### src/rtl/dbg_trace_buffer.sv
// Per-lane debug event recorder: circular trace RAM with code-match trigger,
// post-trigger capture window and oldest-first valid/ready readout.
//
// state | meaning
// ------+----------------------------------------------------------
// IDLE  | nothing armed, no trace held
// ARMED | recording into the ring, watching lanes for a trigger hit
// POST  | trigger seen, recording post_len more entries
// DONE  | trace frozen, readout port active
module dbg_trace_buffer #(
   parameter int NUM_LANES = 2,
   parameter int CODE_W    = 4,
   parameter int DEPTH     = 16,
   parameter int TS_W      = 16,
   parameter int REC_IDLE  = 0
) (
   input  logic                                 clk,
   input  logic                                 rst_n,
   input  logic [NUM_LANES-1:0]                 lane_valid,
   input  logic [NUM_LANES*CODE_W-1:0]          lane_code,
   input  logic                                 arm,
   input  logic                                 abort,
   input  logic [CODE_W-1:0]                    trig_code,
   input  logic [CODE_W-1:0]                    trig_mask,
   input  logic [NUM_LANES-1:0]                 trig_lane_en,
   input  logic [$clog2(DEPTH):0]               post_len,
   output logic [1:0]                           state,
   output logic                                 triggered,
   output logic [$clog2(DEPTH):0]               entries,
   output logic [$clog2(DEPTH)-1:0]             trig_idx,
   output logic                                 rd_valid,
   input  logic                                 rd_ready,
   output logic [TS_W+NUM_LANES*(1+CODE_W)-1:0] rd_data,
   output logic                                 rd_last
);

   localparam int AW = $clog2(DEPTH);
   localparam int CW = AW + 1;
   localparam int EW = TS_W + NUM_LANES * (1 + CODE_W);

   localparam logic [1:0] S_IDLE  = 2'b00;
   localparam logic [1:0] S_ARMED = 2'b01;
   localparam logic [1:0] S_POST  = 2'b10;
   localparam logic [1:0] S_DONE  = 2'b11;

   localparam logic [CW-1:0] FULL_CNT = CW'(DEPTH);

   logic [TS_W-1:0] ts;
   logic [AW-1:0]   wr_ptr;
   logic [CW-1:0]   rd_cnt;
   logic [CW-1:0]   post_cnt;
   logic [EW-1:0]   ram [DEPTH];

   logic            hit_any;
   logic            hit;
   logic            rec;
   logic            full;
   logic [AW-1:0]   oldest;
   logic [AW-1:0]   rd_addr;

   always_comb begin
      hit_any = 1'b0;
      for (int i = 0; i < NUM_LANES; i++) begin
         if (lane_valid[i] && trig_lane_en[i] &&
             (((lane_code[i*CODE_W +: CODE_W] ^ trig_code) & trig_mask) == '0))
            hit_any = 1'b1;
      end
   end

   assign hit     = (state == S_ARMED) && hit_any;
   assign rec     = ((state == S_ARMED) || (state == S_POST)) &&
                    ((|lane_valid) || (REC_IDLE != 0));
   assign full    = (entries == FULL_CNT);
   assign oldest  = full ? wr_ptr : '0;
   // Readout address is derived from the read count so it always starts at the oldest entry.
   assign rd_addr = oldest + rd_cnt[AW-1:0];
   assign rd_valid = (state == S_DONE) && (rd_cnt < entries);
   assign rd_last  = rd_valid && (rd_cnt == entries - 1'b1);
   assign rd_data  = rd_valid ? ram[rd_addr] : '0;

   always_ff @(posedge clk) begin
      if (rec)
         ram[wr_ptr] <= {ts, lane_valid, lane_code};
   end

   always_ff @(posedge clk or negedge rst_n) begin
      if (!rst_n)
         ts <= '0;
      else
         ts <= ts + 1'b1;
   end

   always_ff @(posedge clk or negedge rst_n) begin
      if (!rst_n) begin
         state     <= S_IDLE;
         triggered <= 1'b0;
         entries   <= '0;
         trig_idx  <= '0;
         wr_ptr    <= '0;
         rd_cnt    <= '0;
         post_cnt  <= '0;
      end else begin
         if (rec) begin
            wr_ptr <= wr_ptr + 1'b1;
            if (!full)
               entries <= entries + 1'b1;
         end
         case (state)
            S_IDLE, S_DONE: begin
               if (arm) begin
                  state     <= S_ARMED;
                  wr_ptr    <= '0;
                  entries   <= '0;
                  triggered <= 1'b0;
                  trig_idx  <= '0;
                  rd_cnt    <= '0;
               end else if (rd_valid && rd_ready) begin
                  rd_cnt <= rd_cnt + 1'b1;
               end
            end
            S_ARMED: begin
               if (hit) begin
                  triggered <= 1'b1;
                  trig_idx  <= full ? {AW{1'b1}} : wr_ptr;
                  post_cnt  <= post_len;
                  if (abort || (post_len == '0))
                     state <= S_DONE;
                  else
                     state <= S_POST;
               end else if (abort) begin
                  state <= S_DONE;
               end
            end
            S_POST: begin
               if (rec) begin
                  post_cnt <= post_cnt - 1'b1;
                  // Overwriting the oldest slot shifts the trigger one place closer; once it is gone it pins at 0.
                  if (full && (trig_idx != '0))
                     trig_idx <= trig_idx - 1'b1;
                  if (post_cnt == CW'(1))
                     state <= S_DONE;
               end
               if (abort)
                  state <= S_DONE;
            end
            default: state <= S_IDLE;
         endcase
      end
   end

endmodule

### config.mk
export PLATFORM = sky130hd
export DESIGN_NAME = dbg_trace_buffer
export DESIGN_NICKNAME = d
export VERILOG_FILES = /design/src/rtl/dbg_trace_buffer.sv
export SDC_FILE = /design/constraint.sdc
export NUM_CORES = 1
export LEC_CHECK = 0
export CORE_AREA = 2 2 220 222
export DETAILED_ROUTE_END_ITERATION = 8
export DIE_AREA = 0 0 222 224
export DONT_BUFFER_PORTS = 1
export GPL_TIMING_DRIVEN = 1
export MAX_ROUTING_LAYER = met4
export SLEW_MARGIN = 5
export SYNTH_ARGS = -nofsm -noshare
export SYNTH_HDL_FRONTEND = slang
export SYNTH_SLANG_ARGS = --single-unit
### constraint.sdc
create_clock -name clk -period 5.8 [get_ports clk]
set_clock_uncertainty 0.05 [all_clocks]
set_input_delay 0.87 -clock clk [delete_from_list [all_inputs] [get_ports clk]]
set_output_delay 0.87 -clock clk [all_outputs]
set_load 0.01 [all_outputs]
* After elaboration in Yosys (flattened, before gate mapping)
Memories as Yosys holds them, arrays and structs flattened.
Cells that the tools add are included.
Widths: inputs -> output; s select.
** Operators by class
- Add/sub/neg operators :: 8
- $mul :: 0
- Div/mod/pow operators :: 0
- $lt $le $gt $ge :: 1
- Eq/ne operators :: 13
- Shift-type cells :: 0
- Multiplexer cells :: 35
- Bitwise logic cells :: 4
- Reduce and logical (&&, ||, !) cells :: 27
** Operators by type and width (number)
- $mux 5 :: 8
- $mux 4 :: 9
- $mux 26 :: 1
- $add 16x1->16 const B :: 1
- $mux 2 :: 6
- $pmux 4 s3 :: 1
- $add 5x1->5 const B :: 2
- $logic_and 1x1->1 :: 10
- $pmux 5 s2 :: 1
- $sub 5x1->5 const B :: 2
- $and 4x4->4 :: 2
- $logic_not 4->1 :: 2
- $reduce_and 4->1 :: 2
- $xor 4x4->4 :: 2
- $mux 1 :: 7
- $ne 2x2->1 const B :: 3
- $ne 3x3->1 const B :: 2
- $pmux 2 s3 :: 1
- $reduce_and 3->1 :: 2
- $reduce_bool 2->1 :: 3
- $eq 5x1->1 const B :: 1
- $eq 5x5->1 :: 1
- $eq 5x5->1 const B :: 1
- $logic_not 5->1 :: 1
- 14 further kinds :: 17
** Word-level totals
- Register bits after elaboration :: 42
- Latch bits :: 0
- Bits in writable memories :: 416
- Bits in read-only memories :: 0
- Input port bits :: 30
- Output and inout port bits :: 40
- Word-level logic and storage cells :: 97
- Memories kept :: 1
** Memory list
- ram :: words 16, width 26, rd ports 1, clocked after memory_dff 0, wr ports 1, line 52 : logic [EW-1:0] ram [DEPTH];

* Logic depth before layout (Yosys ltp)
- Word-level depth :: 9
- Gate-level depth with buffers :: 13
- Mapped depth without buffers :: 11

* Worst setup path after synthesis
Ideal clock, no wire load.
- Path kind :: register to register
- From :: register state[0]
- To :: memory ram[0][0] (netlist name) (enable)
- Library setup time :: 474 ps
- Arrival :: 3999 ps
- Data required time :: 5276 ps
- Path slack :: 1277 ps
- Cell stages (with the launch flop) :: 7
- Path buffers :: 2
- Period minus slack after synthesis :: 4523 ps
- Cells stage by stage :: dfrtp_1 inv_1 ha_1 clkbuf_1 or2_2 clkbuf_1 nor4_1
** On the way
- Word-level cells in the longest chain between the ends :: 5
- Elaborated cells between the ends (all ways) :: 6
- Those cells by class :: eq/ne (2); mux (2); reduce/logical (2)
** Ends and longest elaborated chain
- from (decl) :: line 27 : output logic [1:0] state,
- from (signal assigned) :: line 95 : state <= S_IDLE;
- from (signal assigned) :: line 111 : state <= S_ARMED;
- from (signal assigned) :: line 127 : state <= S_DONE;
- $eq 2x1->1 / $eq 2x2->1 (equally long branches) :: line 71 : assign rec = ((state == S_ARMED) || (state == S_POST)) &&
- $logic_or 1x1->1 * :: line 71
- $logic_and 1x1->1 * :: line 71
- $mux 1 * :: line 82 : if (rec)
- $mux 1 (implied by the code) * :: line 83 : ram[wr_ptr] <= {ts, lane_valid, lane_code};
- to (decl) :: line 52
Mark *: on every way between the ends. The rest lies on a longest branch, timed or not.

* Worst setup path in the final report
- From :: register entries[0]
- To :: output port rd_data[4]
** On the way
- Word-level cells in the longest chain between the ends :: 5
- Elaborated cells between the ends (all ways) :: 7
- Those cells by class :: add/sub (1); order compare (1); eq/ne (1); mux (2); reduce/logical (1); memory (1)
** Ends and longest elaborated chain
- from (decl) :: line 29 : output logic [$clog2(DEPTH):0] entries,
- from (signal assigned) :: line 106 : entries <= entries + 1'b1;
- $eq 5x5->1 :: line 73 : assign full = (entries == FULL_CNT);
- $mux 4 :: line 74 : assign oldest = full ? wr_ptr : '0;
- $add 4x4->4 :: line 76 : assign rd_addr = oldest + rd_cnt[AW-1:0];
- $mem_v2 16x26
- $mux 26 * :: line 79 : assign rd_data = rd_valid ? ram[rd_addr] : '0;
- to (decl) :: line 33 : output logic [TS_W+NUM_LANES*(1+CODE_W)-1:0] rd_data,
Marks and branches as above.

==> impl_metrics.csv <==
group,metric,value,unit
status,outcome,"finished, final reports clean",
setup_path,r2r_slack,2.55,ns
timing,hold_violations,0,
timing,tightest_slew,1.08,ns
drt,drc,0,
floorplanning,io_pins,70,
global_route,first_global_vias,9671,
setup_path,worstPathArrival,4.50,ns
synthesis,synth_edf_count,416,
drt,dr.pass1.iters,4,
pwr,power,9.59,mW
setup_path,crit_fanout,25,
drt,ant_nets,0,
timing,tns,0,ns
drt,routed_wl,42400,um
global_route,antenna_found_initial,0,
synthesis,syn_area,18800,sq um
setup_path,cp-end-kind,"output pin",
clock_network,numCtsBuffers,47,
floorplanning,initial_core_util,39.8,%
drt,via_per_inst,5.63,
clock_network,clockBufferDepth,3,
placement,io_buffers,0,
floorplanning,core-area,47300,sq um
synthesis,synth.net_count,1051,
floorplanning,fp-row-count,80,
clock_network,clk_pin_slew,0.07,ns
timing,fin_crit,5.42,ns
clock_network,cts_num_sinks,458,
drt,wl_per_cell,25.2,um
pwr,cellPowerDensity,448,nW/um^2
final_layout,area_growth_syn_to_layout,13.7,%
synthesis,syn_avg_cell_area,18.9,sq um
drt,drt_iter0_markers,771,
drt,vias,9469,
synthesis,ys_types,54,
synthesis,syn-instance-count,997,
floorplanning,die_y,224,um
setup_path,path_class,"reg2out",
timing,slew_viol_final,0,
clock_network,tritoncts,"yes",
placement,dp_hpwl,24300,um
setup_path,setup.worst_path.start_class,"flop",
synthesis,yosysSeqAreaShare,71.9,%
synthesis,synth-seq-cells,458,
global_route,grt-ovfl-total,0,
setup_path,cp.required,4.88,ns
synthesis,yosys.area.top_type_share,66.4,%
setup_path,path_cells,"inv_1 > ha_1 > and4bb_1 > and2_1 > ha_4 > fa_4 > buf_4 > mux4_2 > mux2i_1 > a211oi_1 > buf_4",
floorplanning,die_w,222,um
flow_run,maxCapViolations,0,
timing,fin_crit_sh,93.4,%
setup_path,slowest_delay,1.14,ns
timing,setup_viol,0,
timing,relSlewSlack,27.7,%
synthesis,yosysWarningCount,0,
synthesis,synth_area_leaders,"edfxtp_1, mux4_2, dfrtp_1, a211oi_1, mux2i_1",
synthesis,ys.flop_type,"edfxtp_1",
timing,finalWorstSetupSlack,0.383,ns
setup_path,worst_path_most_repeated_cell,"buf_4",
final_layout,final_layout_size_suffix_gt1_share,22.6,%
placement,pre_cts_slack,0.960,ns
clock_network,root_buffer,"clkbuf_16",
global_route,track_usage,17.9,%
pwr,ir_drop,294,uV
clock_network,clk_latency,0.58,ns
final_layout,nNetsFinal,1085,
setup_path,critical-path-slowest-cell,"fa_4",
pwr,p_leak,7.00,nW
global_route,grt_max_degree,43,
global_route,grt_pass1_wl,63000,um
timing,fmax,185,MHz
timing,rsz0062_at_grt,"false",
placement,gp_congestion,0.776,
clock_network,htreeDepth,2,
hold_path,hp-class,"in2async",
floorplanning,die_area,49700,sq um
clock_network,cts_setup_buffers,0,
final_layout,antennaDiodeCount,0,
synthesis,synth.largest_area_cell,"edfxtp_1",
synthesis,async_flop_share,9.17,%
-- path summary, 6_finish.rpt --
check,from,endpoint,cells past startpoint
setup / recovery,entries[0],rd_data[4],11
hold / removal,rst_n,post_cnt[0],1
setup reg to reg,state[0],ram[11][6],5
hold reg to reg,post_cnt[1],post_cnt[1],2
max in group asynchronous,rst_n,ts[2],1
min in group clk,lane_code[4],ram[12][4],0
-- layout by cell type, fill, tap and decap left out, types with 3 or more instances in the layout --
master / instances
edfxtp_1: 416
mux4_2: 104
a211oi_1: 53
clkbuf_16: 49
dfrtp_1: 42
buf_4: 32
mux2i_1: 30
nor2b_1: 29
inv_1: 26
a21oi_1: 25
nor2_1: 24
nand2_1: 23
ha_1: 22
xnor2_1: 17
xor2_1: 13
o21ai_0: 12
nand3_1: 10
and2_1: 8
nor3_1: 8
clkinv_1: 8
nand4_1: 7
clkbuf_1: 7
bufinv_16: 7
nand2b_1: 5
and3_1: 5
clkinv_2: 5
buf_12: 5
nor2_4: 4
and3_2: 4
nor3_2: 4
nor4_2: 4
or3_1: 4
o21a_1: 4
clkinv_4: 4
clkinvlp_4: 4
or4_1: 3
o211ai_1: 3
-- cells by family (layout without fill, tap and decap cells) --
family                   count (synthesis)  in the layout  share of synthesized area (%)
XOR/XNOR                                32             32                           1.57
multiplexers                           136            136                           14.2
flip-flops                             458            458                           71.9
AND/OR/NAND/NOR                        150            150                           4.23
AO/OA/AOI/OAI                          118            118                           4.42
adder cells (fa/ha/maj)                 24             24                           1.64
buffers and inverters                   79            150                           2.05
-- synthesized netlist by cell type (2+ instances only) --
cell,count
a211oi_1,53
a21oi_1,25
a222oi_1,2
a311oi_1,2
a31oi_1,2
and2_1,8
and3_1,9
buf_12,2
buf_2,15
buf_4,4
buf_6,3
clkbuf_1,28
dfrtp_1,42
edfxtp_1,416
ha_1,23
inv_1,26
mux2_2,2
mux2i_1,30
mux4_2,104
nand2_1,24
nand2b_1,5
nand3_1,10
nand4_1,7
nand4b_1,2
nor2_1,28
nor2b_1,29
nor3_1,12
nor4_1,6
o211ai_1,3
o21a_1,4
o21ai_0,12
o221a_1,2
o311ai_0,2
or3_1,4
or4_1,3
xnor2_1,17
xor2_1,14
-- stage by stage --
stage,instances,instance area [sq um],hold WS [ns],utilization [%]
CTS,1683,21400,0.0560,45.2
floorplan,997,18800,0.478,-
detailed placement,1596,19800,0.526,41.8
global route,1683,21400,0.0735,45.2
global placement,1596,19800,0.526,41.8
finish,1683,21400,0.0723,45.2
-- what timing repair did --
action                                 4_1_cts  5_1_grt
endpoints found under the hold margin       42        0
resized for setup                            0        0
hold buffers                                 1        0
-- sequential cells by signal, summed over array words and instances (netlist names) --
| signal | count |
|---|---|
| ts | 16 |
| wr_ptr | 4 |
| entries | 5 |
| post_cnt | 5 |
| trig_idx | 4 |
| ram | 416 |
| state | 2 |
| triggered | 1 |
| rd_cnt | 5 |
-- per-layer routing --
layer / track usage, % / routed length, um
met5: - / 0
met4: 5.12 / 920
met3: 3.33 / 2450
met2: 27.8 / 20200
met1: 24.2 / 18800
-- area by class of cell --
cell class	instances	area, sq um
inverters	26	97.6
clock buffers	57	1270
flip-flops and latches	458	13500
well taps	615	769
clock inverters	29	339
multi-input cells	460	5020
fillers	3989	25900
repair buffers	38	368
-- worst max-delay path, delay by kind of cell, from the launching register on --
family / cells / cell delay [ns]
adders and majority gates: 3 / 1.57
AOI/OAI and AO/OA: 1 / 0.33
buffers and inverters: 3 / 0.69
and+or+nand+nor: 2 / 0.43
muxes: 2 / 0.32
DFF: 1 / 0.55
-- where the power goes --
part | switching, mW | internal [mW]
sequential | 0.162 | 3.88
combinational | 1.43 | 0.982
clock | 1.27 | 1.87
total | 2.86 | 6.73
(Power assumes the default switching activity.)
